`config.mk`:
```
export PLATFORM = sky130hd
export DESIGN_NAME = tc0480scp_rom_sched
export DESIGN_NICKNAME = d
export VERILOG_FILES = /design/src/rtl/tc0480scp_rom_sched.sv
export SDC_FILE = /design/constraint.sdc
export NUM_CORES = 1
export LEC_CHECK = 0
export ABC_AREA = 1
export BUFFER_PORTS_ARGS = -buffer_cell sky130_fd_sc_hd__buf_4
export CELL_PAD_IN_SITES_DETAIL_PLACEMENT = 0
export CELL_PAD_IN_SITES_GLOBAL_PLACEMENT = 2
export CORE_UTILIZATION = 25
export CTS_CLUSTER_SIZE = 10
export DETAILED_ROUTE_END_ITERATION = 12
export HOLD_SLACK_MARGIN = 0.03
export PLACE_DENSITY = 0.84
export SLEW_MARGIN = 30
export SYNTH_ARGS = -nofsm -noshare
export SYNTH_HDL_FRONTEND = slang
export SYNTH_SLANG_ARGS = --single-unit
```
`constraint.sdc`:
```
create_clock -name clk -period 4.15 [get_ports clk]
set_input_delay 0.415 -clock clk [delete_from_list [all_inputs] [get_ports clk]]
set_output_delay 0.415 -clock clk [all_outputs]
set_load 0.05 [all_outputs]
```
`src/rtl/tc0480scp_rom_sched.sv`:
```
// Tile-row ROM fetch scheduler for the TC0480SCP background layers.
// Requesters raise toggle requests; grants are issued round-robin, blank
// tiles are answered locally with zero data, and all other tiles are fetched
// through a single toggle-handshake ROM port with one transaction in flight.
module tc0480scp_rom_sched #(
    parameter int N_REQ  = 4,
    parameter int ADDR_W = 23,
    parameter int DATA_W = 64
) (
    input  logic                       clk,
    input  logic                       reset_n,
    input  logic [N_REQ-1:0]           req,
    output logic [N_REQ-1:0]           ack,
    input  logic [16*N_REQ-1:0]        code,
    input  logic [4*N_REQ-1:0]         row,
    input  logic [N_REQ-1:0]           flipy,
    output logic [N_REQ-1:0]           load,
    output logic [DATA_W-1:0]          load_data,
    output logic [ADDR_W-1:0]          rom_address,
    output logic                       rom_req,
    input  logic                       rom_ack,
    input  logic [DATA_W-1:0]          rom_data,
    output logic                       busy,
    output logic [$clog2(N_REQ)-1:0]   grant_idx
);

    localparam int IDX_W  = $clog2(N_REQ);
    // Natural address width: 16-bit code, 4-bit row, 8 words per... 3 low zero bits.
    localparam int FULL_W = 23;

    typedef enum logic {
        S_IDLE,
        S_WAIT_ACK
    } state_t;

    state_t              state_reg;
    logic [N_REQ-1:0]    ack_reg;
    logic [N_REQ-1:0]    load_reg;
    logic [DATA_W-1:0]   load_data_reg;
    logic [ADDR_W-1:0]   rom_address_reg;
    logic                rom_req_reg;
    logic [IDX_W-1:0]    grant_idx_reg;

    logic [15:0]         code_arr  [N_REQ];
    logic [3:0]          row_arr   [N_REQ];
    logic                flipy_arr [N_REQ];

    logic [N_REQ-1:0]    pending;
    logic                sel_found;
    logic [IDX_W-1:0]    sel_idx;
    logic [IDX_W:0]      scan_sum;
    logic [15:0]         sel_code;
    logic [3:0]          sel_row;
    logic                sel_flipy;
    logic                sel_blank;
    logic [FULL_W-1:0]   addr_full;

    // Unpack the flat per-layer attribute buses into indexable arrays.
    generate
        for (genvar gi = 0; gi < N_REQ; gi++) begin : g_unpack
            assign code_arr[gi]  = code[16*gi +: 16];
            assign row_arr[gi]   = row[4*gi +: 4];
            assign flipy_arr[gi] = flipy[gi];
        end
    endgenerate

    assign pending = req ^ ack_reg;

    // Round-robin pick: first pending layer after the last granted one.
    always_comb begin
        sel_found = 1'b0;
        sel_idx   = '0;
        scan_sum  = '0;
        for (int k = 1; k <= N_REQ; k++) begin
            scan_sum = {1'b0, grant_idx_reg} + (IDX_W+1)'(k);
            if (scan_sum >= (IDX_W+1)'(N_REQ)) begin
                scan_sum = scan_sum - (IDX_W+1)'(N_REQ);
            end
            if (!sel_found && pending[scan_sum[IDX_W-1:0]]) begin
                sel_found = 1'b1;
                sel_idx   = scan_sum[IDX_W-1:0];
            end
        end
    end

    // Attributes of the selected layer and the ROM word address they map to.
    always_comb begin
        sel_code  = code_arr[sel_idx];
        sel_row   = row_arr[sel_idx];
        sel_flipy = flipy_arr[sel_idx];
        sel_blank = (sel_code[14:0] == 15'd0);
        addr_full = {sel_code, sel_row ^ {4{sel_flipy}}, 3'b000};
    end

    // Scheduler state machine: grant, short-circuit blanks, await ROM completion.
    always_ff @(posedge clk or negedge reset_n) begin
        if (!reset_n) begin
            state_reg       <= S_IDLE;
            ack_reg         <= '0;
            load_reg        <= '0;
            load_data_reg   <= '0;
            rom_address_reg <= '0;
            rom_req_reg     <= 1'b0;
            grant_idx_reg   <= IDX_W'(N_REQ - 1);
        end else begin
            load_reg <= '0;
            case (state_reg)
                S_IDLE: begin
                    if (sel_found) begin
                        grant_idx_reg <= sel_idx;
                        if (sel_blank) begin
                            load_data_reg     <= '0;
                            load_reg[sel_idx] <= 1'b1;
                            ack_reg[sel_idx]  <= ~ack_reg[sel_idx];
                        end else begin
                            rom_address_reg <= ADDR_W'(addr_full);
                            rom_req_reg     <= ~rom_req_reg;
                            state_reg       <= S_WAIT_ACK;
                        end
                    end
                end
                S_WAIT_ACK: begin
                    // Completion is only looked for from the cycle after issue.
                    if (rom_ack == rom_req_reg) begin
                        load_data_reg           <= rom_data;
                        load_reg[grant_idx_reg] <= 1'b1;
                        ack_reg[grant_idx_reg]  <= ~ack_reg[grant_idx_reg];
                        state_reg               <= S_IDLE;
                    end
                end
                default: state_reg <= S_IDLE;
            endcase
        end
    end

    assign ack         = ack_reg;
    assign load        = load_reg;
    assign load_data   = load_data_reg;
    assign rom_address = rom_address_reg;
    assign rom_req     = rom_req_reg;
    assign busy        = (state_reg == S_WAIT_ACK);
    assign grant_idx   = grant_idx_reg;

endmodule
```
Word-level counts from Yosys, hierarchy flattened:

Index checks and enable logic that the tools add are counted.

* add/sub/neg operators: 8
* magnitude comparators: 13
* equal/unequal tests: 4
* muxes and demuxes: 55
* bitwise gates (word level): 8
* reductions and logical operators: 12

Operators with widths (count)
* 64-bit two-way mux: 3
* 64-bit case mux with 2 select lines: 1
* 16-bit binary-select mux with 2-bit select: 1
* 16-bit two-way mux: 2
* 4-bit two-way mux: 8
* 2-bit by 3-bit < comparator with 1-bit output (second input constant): 6
* 1-bit two-way mux: 17
* 2-bit two-way mux: 8
* 4-bit case mux with 2 select lines: 2
* 3-bit >= comparator (second input constant): 5
* 15-bit zero test: 1
* 1-bit binary-select mux with 2-bit select: 7
* 4-bit binary-select mux with 2-bit select: 1
* 4-bit bitwise mux: 2
* 2-bit by 1-bit subtractor with 2-bit output (second input constant): 4
* 4-bit bitwise XOR: 2
* 2-bit by 2-bit adder with 3-bit output (second input constant): 2
* 3-bit AND reduction: 2
* 1-bit logical AND: 5
* 1-bit inverter: 5
* 1-bit demux with 2-bit select: 2
* 2-bit by 1-bit >= comparator with 1-bit output (second input constant): 2
* 2-bit inequality test (second input constant): 2
* 2-bit by 1-bit adder with 3-bit output (second input constant): 1
* 7 further kinds: 9

* bits in registers: 96
* logic and storage cells: 107

Logic depth before layout (Yosys ltp):

Gate-level depths: netlist of the first run.

* depth in word-level cells: 23
* depth in mapped cells: 25
* mapped depth without buffers: 24

Worst setup path after synthesis of the first run:

No wires, ideal clock.

* path kind: reg2reg
* start: register grant_idx_reg[0], in the netlist grant_idx[0]
* end: register load_data_reg[12], in the netlist load_data[12]
* setup time: 118 ps
* arrival: 3219 ps
* slack: 813 ps
* cell stages (with the launch flop): 24
* path buffers: 5
* path through: dfstp_2 buf_6 inv_2 buf_6 ha_1 inv_1 nand3_1 nand2_1 nand4_2 nand3_4 nand2_4 buf_4 nand2_1 nand2_1 nand2_1 nand3_1 nor2_1 nand2_1 nor2_4 nand3_2 buf_6 buf_6 nand3_1 nand2_1

* cells in the longest elaborated chain, start to end: 22
* elaborated cells on any way between the ends: 46

Ends and longest elaborated chain
* start, declared: RTL line 42 `logic [IDX_W-1:0] grant_idx_reg;`
* start signal, assigned: RTL line 104 `grant_idx_reg <= IDX_W'(N_REQ - 1);`
* start signal, assigned: RTL line 110 `grant_idx_reg <= sel_idx;`
* 2-bit by 1-bit adder with 3-bit output: RTL line 75 `scan_sum = {1'b0, grant_idx_reg} + (IDX_W+1)'(k);`
* 3-bit >= comparator or 2-bit by 1-bit subtractor with 2-bit output (tied branches): RTL line 76, 77
* 2-bit two-way mux: RTL line 76 `if (scan_sum >= (IDX_W+1)'(N_REQ)) begin`
* 1-bit binary-select mux with 2-bit select: RTL line 79 `if (!sel_found && pending[scan_sum[IDX_W-1:0]]) begin`
* 1-bit two-way mux (not written as such): RTL line 79
* 1-bit two-way mux: RTL line 79
* 1-bit zero test: RTL line 79
* 1-bit logical AND: RTL line 79
* [... 5 more ...]
* 1-bit logical AND: RTL line 79
* 2-bit two-way mux: RTL line 79
* 2-bit inverter with 3-bit output (not written as such): RTL line 88 `sel_code = code_arr[sel_idx];`
* 16-bit binary-select mux with 2-bit select: RTL line 88
* 16-bit two-way mux (not written as such) (2 in series): RTL line 88
* 15-bit zero test: RTL line 91 `sel_blank = (sel_code[14:0] == 15'd0);`
* 2-bit inequality test (no line)
* 3-bit AND reduction (no line) *
* end signal, assigned: RTL line 125 `load_data_reg <= rom_data;`
* end, declared: RTL line 39 `logic [DATA_W-1:0] load_data_reg;`

Every way passes the cells marked *; elsewhere a longest branch is shown, timed or not. The select of a mux whose other input is x is not followed.
A chain may end at the register's enable or synchronous reset.

Final worst setup path of the first run:

* start: register grant_idx_reg[0], in the netlist grant_idx[0]
* end: register load_data_reg[62], in the netlist load_data[62]

The elaborated chain is that of the path after synthesis.

==> flow_metrics.py, run 1 <==
metrics = {
    "cts": {
        "cts.sinks": 96,
        "clockBufferDepth": 2,
        "clkLatencyLatePin_ns": 0.35,
        "cts_made_buffers": 9,
        "cts_tree": "yes",
        "clk_pin_slew_worst_paths_ns": 0.07,
        "cts_root_buf": "clkbuf_16",
        "postCtsHoldBufs": 0,
        "cts_setup_buffers": 0,
        "h-tree-depth": 3,
        "post_cts_resize_count": 0,
    },
    "detailed_routing": {
        "first_pass_iters": 4,
        "drt-total-wl_mm": 18.7,
        "drc_errors": 0,
        "vias": 5635,
        "drt_iter0_drc": 200,
        "ant_nets": 0,
        "via_per_inst": 4.42,
        "avgRoutedWirePerCell_um": 14.7,
    },
    "placement": {
        "gp_congestion": 0.819,
        "dpl-instance-area_sq_um": 7590,
        "dp_hpwl_mm": 13.8,
        "placement.io_buffers": 250,
    },
    "cells_and_area": {
        "drive_gt1_frac": 0.322,
        "largest_register_ffs": 64,
        "fill_cells": 2317,
        "seqCellArea_sq_um": 2400,
        "nets": 1153,
        "fin_area_sq_um": 7880,
        "antenna_cells": 0,
        "multiInputGateArea_sq_um": 2640,
        "area_growth_pct": 42.9,
    },
    "worst_setup_path": {
        "r2r_cells": 20,
        "cp-end-kind": "flop",
        "startpoint_type": "flop",
        "arrival_ns": 3.92,
        "r2r_end": "load_data[62]",
        "path_class": "reg2reg",
        "reg2reg_slack_ns": 0.51,
        "timing.rr.start": "grant_idx[0]",
        "critPathMaxFanout": 64,
        "required_ns": 4.43,
    },
    "sta": {
        "hold_viol_final": 0,
        "finalSetupViolCount": 0,
        "fmax_ghz": 0.275,
        "min_period_ns": 3.64,
        "setup_tns_ns": 0,
        "rsz0062_at_grt": "no",
        "finClkSkew_ns": 0.00699,
        "max_slew.worst_pin.slew_ns": 0.857,
        "post-route-period-util": 0.877,
        "slew_headroom": 0.429,
        "slew_viol_final": 0,
    },
    "synthesis": {
        "yosysWarnings": 0,
        "synth_area_sq_um": 5520,
        "synth_flop_cell": "dfrtp_1",
        "syn_area_per_cell_sq_um": 7.26,
        "synth.top_cell.area_share": 0.426,
        "synth_common_cells": "nand2_1 (356), nand3_1 (107), dfrtp_1 (94)",
        "synthArstFlopShare": 1.00,
        "yosysSeqAreaShare": 0.436,
        "synth_most_common_cell": "nand2_1",
        "syn_inst": 760,
        "yosysUniqueCellTypes": 34,
        "postSynthRegisterBits": 96,
        "synth_top_cell_by_area": "dfrtp_1",
        "synth_edf_count": 0,
        "synthTopCellsByArea": "dfrtp_1 (43%), nand2_1 (24%), nand3_1 (9.7%), nand3_2 (3.8%), inv_1 (3.1%)",
    },
    "floorplan": {
        "chipWidth_um": 151,
        "std_cell_rows": 53,
        "die_h_um": 151,
        "dieArea_sq_um": 22700,
        "initial_core_util": 0.258,
        "num_io_pins": 254,
        "coreArea_sq_um": 21400,
    },
    "grt": {
        "track_usage": 0.165,
        "grt_antenna_before_repair": 0,
        "grt_pass1_vias": 5429,
        "grt_max_degree": 75,
        "grt-ovfl-total": 0,
        "grt_pass1_wl_mm": 28.9,
    },
    "outcome": {
        "status": "completed",
    },
    "run": {
        "cap_violations": 0,
    },
    "worst_hold_path": {
        "holdCritPathClass": "in2async",
    },
}
[how the worst max path moves through the flow]
| stage | startpoint | end | slack, ns |
|---|---|---|---|
| after floorplan | grant_idx[0] | load_data[12] | 0.81 |
| after global placement | grant_idx[0] | ack[3] | 0.60 |
| after detailed placement | grant_idx[0] | load_data[62] | 0.50 |
| after CTS | grant_idx[0] | load_data[62] | 0.47 |
| after global routing | grant_idx[0] | load_data[2] | 0.09 |
| final | grant_idx[0] | load_data[62] | 0.51 |
[cell type report]
| cell class | count | share of cell area |
|---|---|---|
| inverter | 51 | 0.0243 |
| clock buffer | 11 | 0.0321 |
| sequential | 96 | 0.305 |
| timing repair buffer | 265 | 0.255 |
| multi-input combinational | 571 | 0.335 |
| clock inverter | 5 | 0.00508 |
| tap | 275 | 0.0437 |
[through the flow]
step,instances,worst slack (ns),util,hold slack [ns]
5_1_grt,1274,0.0862,0.369,0.110
4_1_cts,1274,0.470,0.369,0.107
3_3_place_gp,1258,0.603,0.355,0.470
3_5_place_dp,1258,0.502,0.355,0.472
6_report,1274,0.511,0.369,0.0643
2_1_floorplan,762,0.813,-,0.119
[cells in the final DEF, fill, tap and decap left out, types with 4 or more instances in the layout]
cell and count:
nand2_2 4, o21ai_0 6, buf_4 263, nor2_1 21, inv_2 5, nand2_1 355, nand4_1 9, nand3_2 21
o21ai_1 9, clkbuf_16 9, a21oi_1 7, ha_1 4, o21bai_1 4, dfrtp_1 94, inv_1 45, nand3_1 107
[metal layers]
| layer | track usage | routed length [um] | vias to the layer above |
|---|---|---|---|
| met5 | 0 | 0 | - |
| met4 | 0.0439 | 244 | 0 |
| met3 | 0.0473 | 1600 | 16 |
| met2 | 0.260 | 8290 | 202 |
| met1 | 0.218 | 8550 | 2554 |
| li1 | - | - | 2863 |
[worst max-delay path, cell delays in order, from the launching register on]
cell	delay, ns
dfstp_2	0.71
inv_2	0.06
ha_1	0.34
inv_1	0.12
nand3_1	0.08
nand2_1	0.13
nand4_2	0.17
nand2_2	0.11
nand2_4	0.06
nand2_4	0.29
nand2_1	0.18
inv_2	0.22
nand2_1	0.08
nand3_1	0.12
nor2_1	0.05
nand2_1	0.10
nor2_4	0.06
nand3_2	0.10
buf_12	0.31
nand3_1	0.14
nand2_1	0.10
[kinds of logic (layout without fill, tap and decap cells)]
family	count (synthesis)	count (layout)	synth area share
flops	96	96	0.436
simple gates	526	526	0.423
other cells	1	3	0.000680
compound gates	32	32	0.0347
fa+ha+maj	4	4	0.00907
xor+xnor	6	6	0.00953
buf+inv	95	332	0.0869
Power of run 1 is not shown: default switching activity piles up to over one toggle a cycle in this logic, so the estimate is an artifact.
==> run 2, diff against run 1 <==
--- a/config.mk
+++ b/config.mk
@@ -9,11 +9,13 @@
 export BUFFER_PORTS_ARGS = -buffer_cell sky130_fd_sc_hd__buf_4
 export CELL_PAD_IN_SITES_DETAIL_PLACEMENT = 0
 export CELL_PAD_IN_SITES_GLOBAL_PLACEMENT = 2
+export CORE_ASPECT_RATIO = 1.75
 export CORE_UTILIZATION = 25
 export CTS_CLUSTER_SIZE = 10
 export DETAILED_ROUTE_END_ITERATION = 12
 export HOLD_SLACK_MARGIN = 0.03
 export PLACE_DENSITY = 0.84
+export SETUP_SLACK_MARGIN = 0.15
 export SLEW_MARGIN = 30
 export SYNTH_ARGS = -nofsm -noshare
 export SYNTH_HDL_FRONTEND = slang
==> constraint.sdc (replaced) <==
create_clock -name clk -period 4.15 [get_ports clk]
set_input_delay 0 -clock clk [delete_from_list [all_inputs] [get_ports clk]]
set_output_delay 0 -clock clk [all_outputs]
set_load 0.05 [all_outputs]
==> run 2 against run 1 <==
Effect of this change: highest routed layer unchanged; largest cell class is now non-clock buffers; hold slack worse by 0.00093 ns; sequential share of layout area is 2.8 points lower; global-route usage is 1.4 points higher; clock skew is 0.0011 ns lower; via count is 5.0% higher; final cell count is 6.8% higher; first-iteration DRC count is 25% higher; non-clock buffer count is 71 higher.
==> flow_metrics.py, run 2 (synthesis gave the netlist of run 1 again) <==
metrics = {
    "outcome": {
        "status": "completed",
    },
    "cts": {
        "clkLatencyLatePin_ns": 0.34,
        "cts_made_buffers": 9,
        "cts_tree": "yes",
        "cts.sinks": 96,
        "clk_pin_slew_worst_paths_ns": 0.06,
        "cts_root_buf": "clkbuf_16",
        "clockBufferDepth": 2,
        "h-tree-depth": 3,
    },
    "floorplan": {
        "num_io_pins": 254,
        "std_cell_rows": 71,
        "initial_core_util": 0.255,
        "coreArea_sq_um": 21600,
        "chipWidth_um": 114,
        "dieArea_sq_um": 22700,
        "die_h_um": 198,
    },
    "sta": {
        "post-route-period-util": 0.864,
        "slew_headroom": 0.468,
        "holdWs_ns": 0.0634,
        "rsz0062_at_grt": "no",
        "min_period_ns": 3.59,
        "setup_tns_ns": 0,
        "hold_viol_final": 0,
        "finalSetupViolCount": 0,
        "fmax_ghz": 0.279,
        "finClkSkew_ns": 0.00589,
        "max_slew.worst_pin.slew_ns": 0.797,
        "slew_viol_final": 0,
    },
    "detailed_routing": {
        "vias": 5914,
        "drt_iter0_drc": 250,
        "drt-total-wl_mm": 20.1,
        "via_per_inst": 4.35,
        "drc_errors": 0,
        "avgRoutedWirePerCell_um": 14.8,
        "first_pass_iters": 4,
        "ant_nets": 0,
    },
    "grt": {
        "grt_max_degree": 65,
        "track_usage": 0.179,
        "grt_pass1_wl_mm": 31.1,
        "grt-ovfl-total": 0,
        "grt_antenna_before_repair": 0,
        "grt_pass1_vias": 6078,
    },
    "cells_and_area": {
        "seqCellArea_sq_um": 2400,
        "nets": 1224,
        "final_cells": 1361,
        "fill_cells": 2314,
        "area_growth_pct": 57.3,
        "largest_register_ffs": 64,
        "final_cell_mix": "nand2_1 (355), buf_4 (263), nand3_1 (107)",
        "multiInputGateArea_sq_um": 2660,
        "final_common_cell": "nand2_1",
        "antenna_cells": 0,
        "drive_gt1_frac": 0.301,
    },
    "worst_setup_path": {
        "arrival_ns": 3.82,
        "r2r_cells": 20,
        "cp_slowest_stage_delay_ns": 0.61,
        "critPathMaxFanout": 35,
        "critPathMostFrequentCell": "nand2_1",
        "crit_slowest_cell": "dfstp_2",
        "required_ns": 4.39,
        "startpoint_type": "flop",
        "cp-end-kind": "flop",
        "path_class": "reg2reg",
        "crit_chain": "inv_1, ha_1, inv_1, nand3_1, nand2_1, nand4_2, nand2_2, nand2_8, nand2_8, nor2_2, nand2_1, nand2_1, nor2_1, nand3_1, nor2_4, nand2_1, nand2_2, inv_2, nand2_1, nand2_1",
    },
    "placement": {
        "dp_hpwl_mm": 14.9,
        "gp_congestion": 0.780,
        "placed_cells": 1276,
        "placement.io_buffers": 250,
    },
    "worst_hold_path": {
        "holdPathStages": 4,
        "holdCritPathClass": "in2reg",
    },
    "run": {
        "cap_violations": 0,
    },
}
run 2: changes by cell type in the layout (fill, tap and decap cells not counted), moves of 2 or more:
| cell | delta |
|---|---|
| clkinvlp_4 | -3 |
| nand2_4 | -2 |
| dlygate4sd3_1 | +70 |
| bufinv_16 | +2 |
| nand2_8 | +2 |
run 2: per-layer routing:
| layer | track usage | up-vias | wire length [um] |
|---|---|---|---|
| li1 | - | 3000 | - |
| met1 | 0.191 | 2705 | 7580 |
| met2 | 0.343 | 180 | 11100 |
| met3 | 0.0268 | 29 | 900 |
| met4 | 0.0746 | 0 | 549 |
| met5 | 0 | - | 0 |
run 2: per-stage QoR:
stage                     worst slack (ns)  cell area (sq um)   util
final                                0.563               8670  0.402
after global routing                 0.155               8670  0.402
after CTS                            0.226               8650  0.401
after detailed placement             0.240               7620  0.353
after global placement               0.382               7620  0.353
after floorplan                      0.813               5520      -
run 2: critical path: cells and delay by family, from the launching register on:
kind,cells,cell delay [ns]
buf+inv,3,0.40
simple gates,16,2.10
fa+ha+maj,1,0.34
flops,1,0.61
run 2: final cells by class:
cell class                 count  share of cell area
timing repair buffer         336               0.315
multi-input combinational    571               0.307
sequential                    96               0.277
tap                          292              0.0421
clock buffer                  12              0.0296
inverter                      51              0.0221
clock inverter                 3             0.00750
run 2: repair_timing:
item / in CTS / in global routing
hold buffers: 70 / 0
endpoints found under the setup margin: 0 / 87
gates resized for setup: 0 / 5
hold endpoints to repair: 121 / 0
setup buffers: 0 / 0
run 2: path summary, 6_finish.rpt:
kind                            slack (ns)               to           start
worst max-delay path                  0.56  rom_address[15]    grant_idx[1]
worst min-delay path                  0.06  rom_address[22]        code[63]
worst max register to register        0.56  rom_address[15]    grant_idx[1]
worst min register to register        0.48   rom_address[8]  rom_address[8]
max in group asynchronous             2.85     load_data[3]         reset_n
min in group asynchronous             0.27  rom_address[19]         reset_n
Power of run 2 is left out for the same reason.
==> run 3, diff against run 2 <==
--- a/config.mk
+++ b/config.mk
@@ -7,15 +7,14 @@
 export LEC_CHECK = 0
 export ABC_AREA = 1
 export BUFFER_PORTS_ARGS = -buffer_cell sky130_fd_sc_hd__buf_4
-export CELL_PAD_IN_SITES_DETAIL_PLACEMENT = 0
-export CELL_PAD_IN_SITES_GLOBAL_PLACEMENT = 2
 export CORE_ASPECT_RATIO = 1.75
-export CORE_UTILIZATION = 25
+export CORE_UTILIZATION = 43
 export CTS_CLUSTER_SIZE = 10
 export DETAILED_ROUTE_END_ITERATION = 12
 export HOLD_SLACK_MARGIN = 0.03
-export PLACE_DENSITY = 0.84
+export PLACE_DENSITY = 0.79
 export SETUP_SLACK_MARGIN = 0.15
+export SKIP_CTS_REPAIR_TIMING = 1
 export SLEW_MARGIN = 30
 export SYNTH_ARGS = -nofsm -noshare
 export SYNTH_HDL_FRONTEND = slang
==> constraint.sdc (replaced) <==
create_clock -name clk -period 3.1 [get_ports clk]
set_input_delay 0 -clock clk [delete_from_list [all_inputs] [get_ports clk]]
set_output_delay 0 -clock clk [all_outputs]
set_load 0.05 [all_outputs]
==> run 3 against run 2 <==
Effect of this change: the flow now finishes with violations (negative setup slack); maximum frequency grew 13%; wire length shrank 1.3%; first-iteration DRC count is 8.0% lower; sequential cell count unchanged; non-clock buffer count is 34 higher; global-route usage grew 7.1 points; final cell count decreased by 6.5%; clock-buffer cell count is the same; setup slack lost 0.63 ns; highest routed layer unchanged.
==> flow_metrics.py, run 3 (synthesis gave the netlist of run 1 again) <==
metrics = {
    "outcome": {
        "status": "complete, but fails checks",
        "violations": "negative setup slack",
    },
    "floorplan": {
        "chipWidth_um": 87.6,
        "std_cell_rows": 54,
        "coreArea_sq_um": 12500,
        "dieArea_sq_um": 13300,
        "initial_core_util": 0.441,
        "die_h_um": 152,
        "num_io_pins": 254,
    },
    "cells_and_area": {
        "drive_gt1_frac": 0.372,
        "largest_register_ffs": 64,
        "multiInputGateArea_sq_um": 2900,
        "final_common_cell": "nand2_1",
        "seqCellArea_sq_um": 2400,
        "final_cells": 1272,
        "nets": 1258,
        "area_growth_pct": 66.0,
        "fill_cells": 930,
        "antenna_cells": 0,
        "final_cell_mix": "nand2_1 (332), buf_4 (282), dfrtp_1 (94)",
    },
    "worst_hold_path": {
        "holdCritPathClass": "in2reg",
    },
    "detailed_routing": {
        "vias": 6420,
        "first_pass_iters": 5,
        "ant_nets": 0,
        "drc_errors": 0,
        "via_per_inst": 5.05,
        "drt-total-wl_mm": 19.8,
        "drt_iter0_drc": 230,
        "avgRoutedWirePerCell_um": 15.6,
    },
    "sta": {
        "holdWs_ns": 0.00642,
        "worst_slack_ns": -0.0622,
        "finalSetupViolCount": 35,
        "rsz0062_at_grt": "yes",
        "min_period_ns": 3.16,
        "setup_tns_ns": -0.614,
        "post-route-period-util": 1.02,
        "fmax_ghz": 0.316,
        "slew_viol_final": 0,
        "finClkSkew_ns": 0.00858,
        "slew_headroom": 0.480,
        "hold_viol_final": 0,
        "max_slew.worst_pin.slew_ns": 0.780,
    },
    "cts": {
        "clockBufferDepth": 2,
        "cts_root_buf": "clkbuf_16",
        "cts_made_buffers": 9,
        "h-tree-depth": 3,
        "cts.sinks": 96,
        "clk_pin_slew_worst_paths_ns": 0.06,
        "cts_tree": "yes",
        "clkLatencyLatePin_ns": 0.33,
    },
    "worst_setup_path": {
        "critPathMaxFanout": 32,
        "startpoint_type": "flop",
        "cp_slowest_stage_delay_ns": 0.57,
        "cp-end-kind": "flop",
        "crit_slowest_cell": "dfstp_2",
        "crit_family": "simple AND/OR/NAND/NOR gates",
        "path_buf_inv": 5,
        "path_class": "reg2reg",
        "crit_chain": "clkinv_4, ha_4, inv_6, nand3_4, nand2_4, o21ai_4, nand3_4, buf_6, buf_12, nand3_1, nand2_1, nand2_1, nand2_2, nor2_2, nand2_2, nor2_4, nand3_4, clkbuf_16, nand3_1, nand2_1",
        "required_ns": 3.31,
        "arrival_ns": 3.37,
    },
    "grt": {
        "grt-ovfl-total": 0,
        "track_usage": 0.250,
        "busiest_layer": "met2",
        "grt_antenna_before_repair": 0,
        "gr-usage-met1": 0.263,
        "grt_pass1_vias": 5595,
        "grt_pass1_wl_mm": 26.1,
        "gr-usage-met3": 0.0359,
        "grtUsageMet2": 0.474,
        "grt_max_degree": 65,
    },
    "placement": {
        "gp_congestion": 0.975,
        "placed_cells": 1165,
        "place_ws_ns": 0.0376,
        "placement.io_buffers": 250,
        "dp_hpwl_mm": 12.8,
    },
    "run": {
        "cap_violations": 0,
    },
}
[run 3: cell types whose count changed in the layout (fill, tap and decap cells not counted), moves of 4 or more]
cell / before / now
buf_6: 0 / 9
nand2_2: 4 / 24
nand3_2: 21 / 34
nand3_1: 107 / 91
nor2_1: 20 / 13
buf_12: 2 / 6
nor2_2: 2 / 8
buf_4: 263 / 282
nand2_1: 355 / 332
clkbuf_16: 9 / 15
[run 3: layout make-up]
| type | count | share of cell area |
|---|---|---|
| flip-flops and latches | 96 | 0.263 |
| inverters | 51 | 0.0220 |
| multi-input cells | 571 | 0.316 |
| clock inverters | 4 | 0.00314 |
| well taps | 168 | 0.0230 |
| repair buffers | 370 | 0.345 |
| clock buffers | 12 | 0.0280 |
[run 3: final timing paths]
check / start / to / slack [ns] / cells after the start
max: grant_idx[0] / load_data[47] / -0.06 / 20
max in group asynchronous: reset_n / grant_idx[0] / 1.98 / 3
min: rom_data[63] / load_data[63] / 0.006 / 5
min reg2reg: rom_address[11] / rom_address[11] / 0.48 / 2
min in group asynchronous: reset_n / load_data[50] / 0.30 / 2
max reg2reg: grant_idx[0] / load_data[47] / -0.06 / 20
[run 3: stage by stage]
stage,instance area (sq um),util
5_1_grt,9160,0.733
2_1_floorplan,5610,-
6_report,9160,0.733
4_1_cts,7930,0.635
3_5_place_dp,7650,0.612
3_3_place_gp,7650,0.612
[run 3: worst min-delay path: stages]
cell and delay, ns:
buf_4 0.08, nand2_1 0.07, inv_1 0.05, nand2_1 0.05
nand2_1 0.06
[run 3: metal layers]
metal	up-vias	wire length [um]
met2	297	11100
met1	2978	6900
met3	61	1050
li1	3084	-
met5	-	0
met4	0	790
Power of run 3 is left out for the same reason.
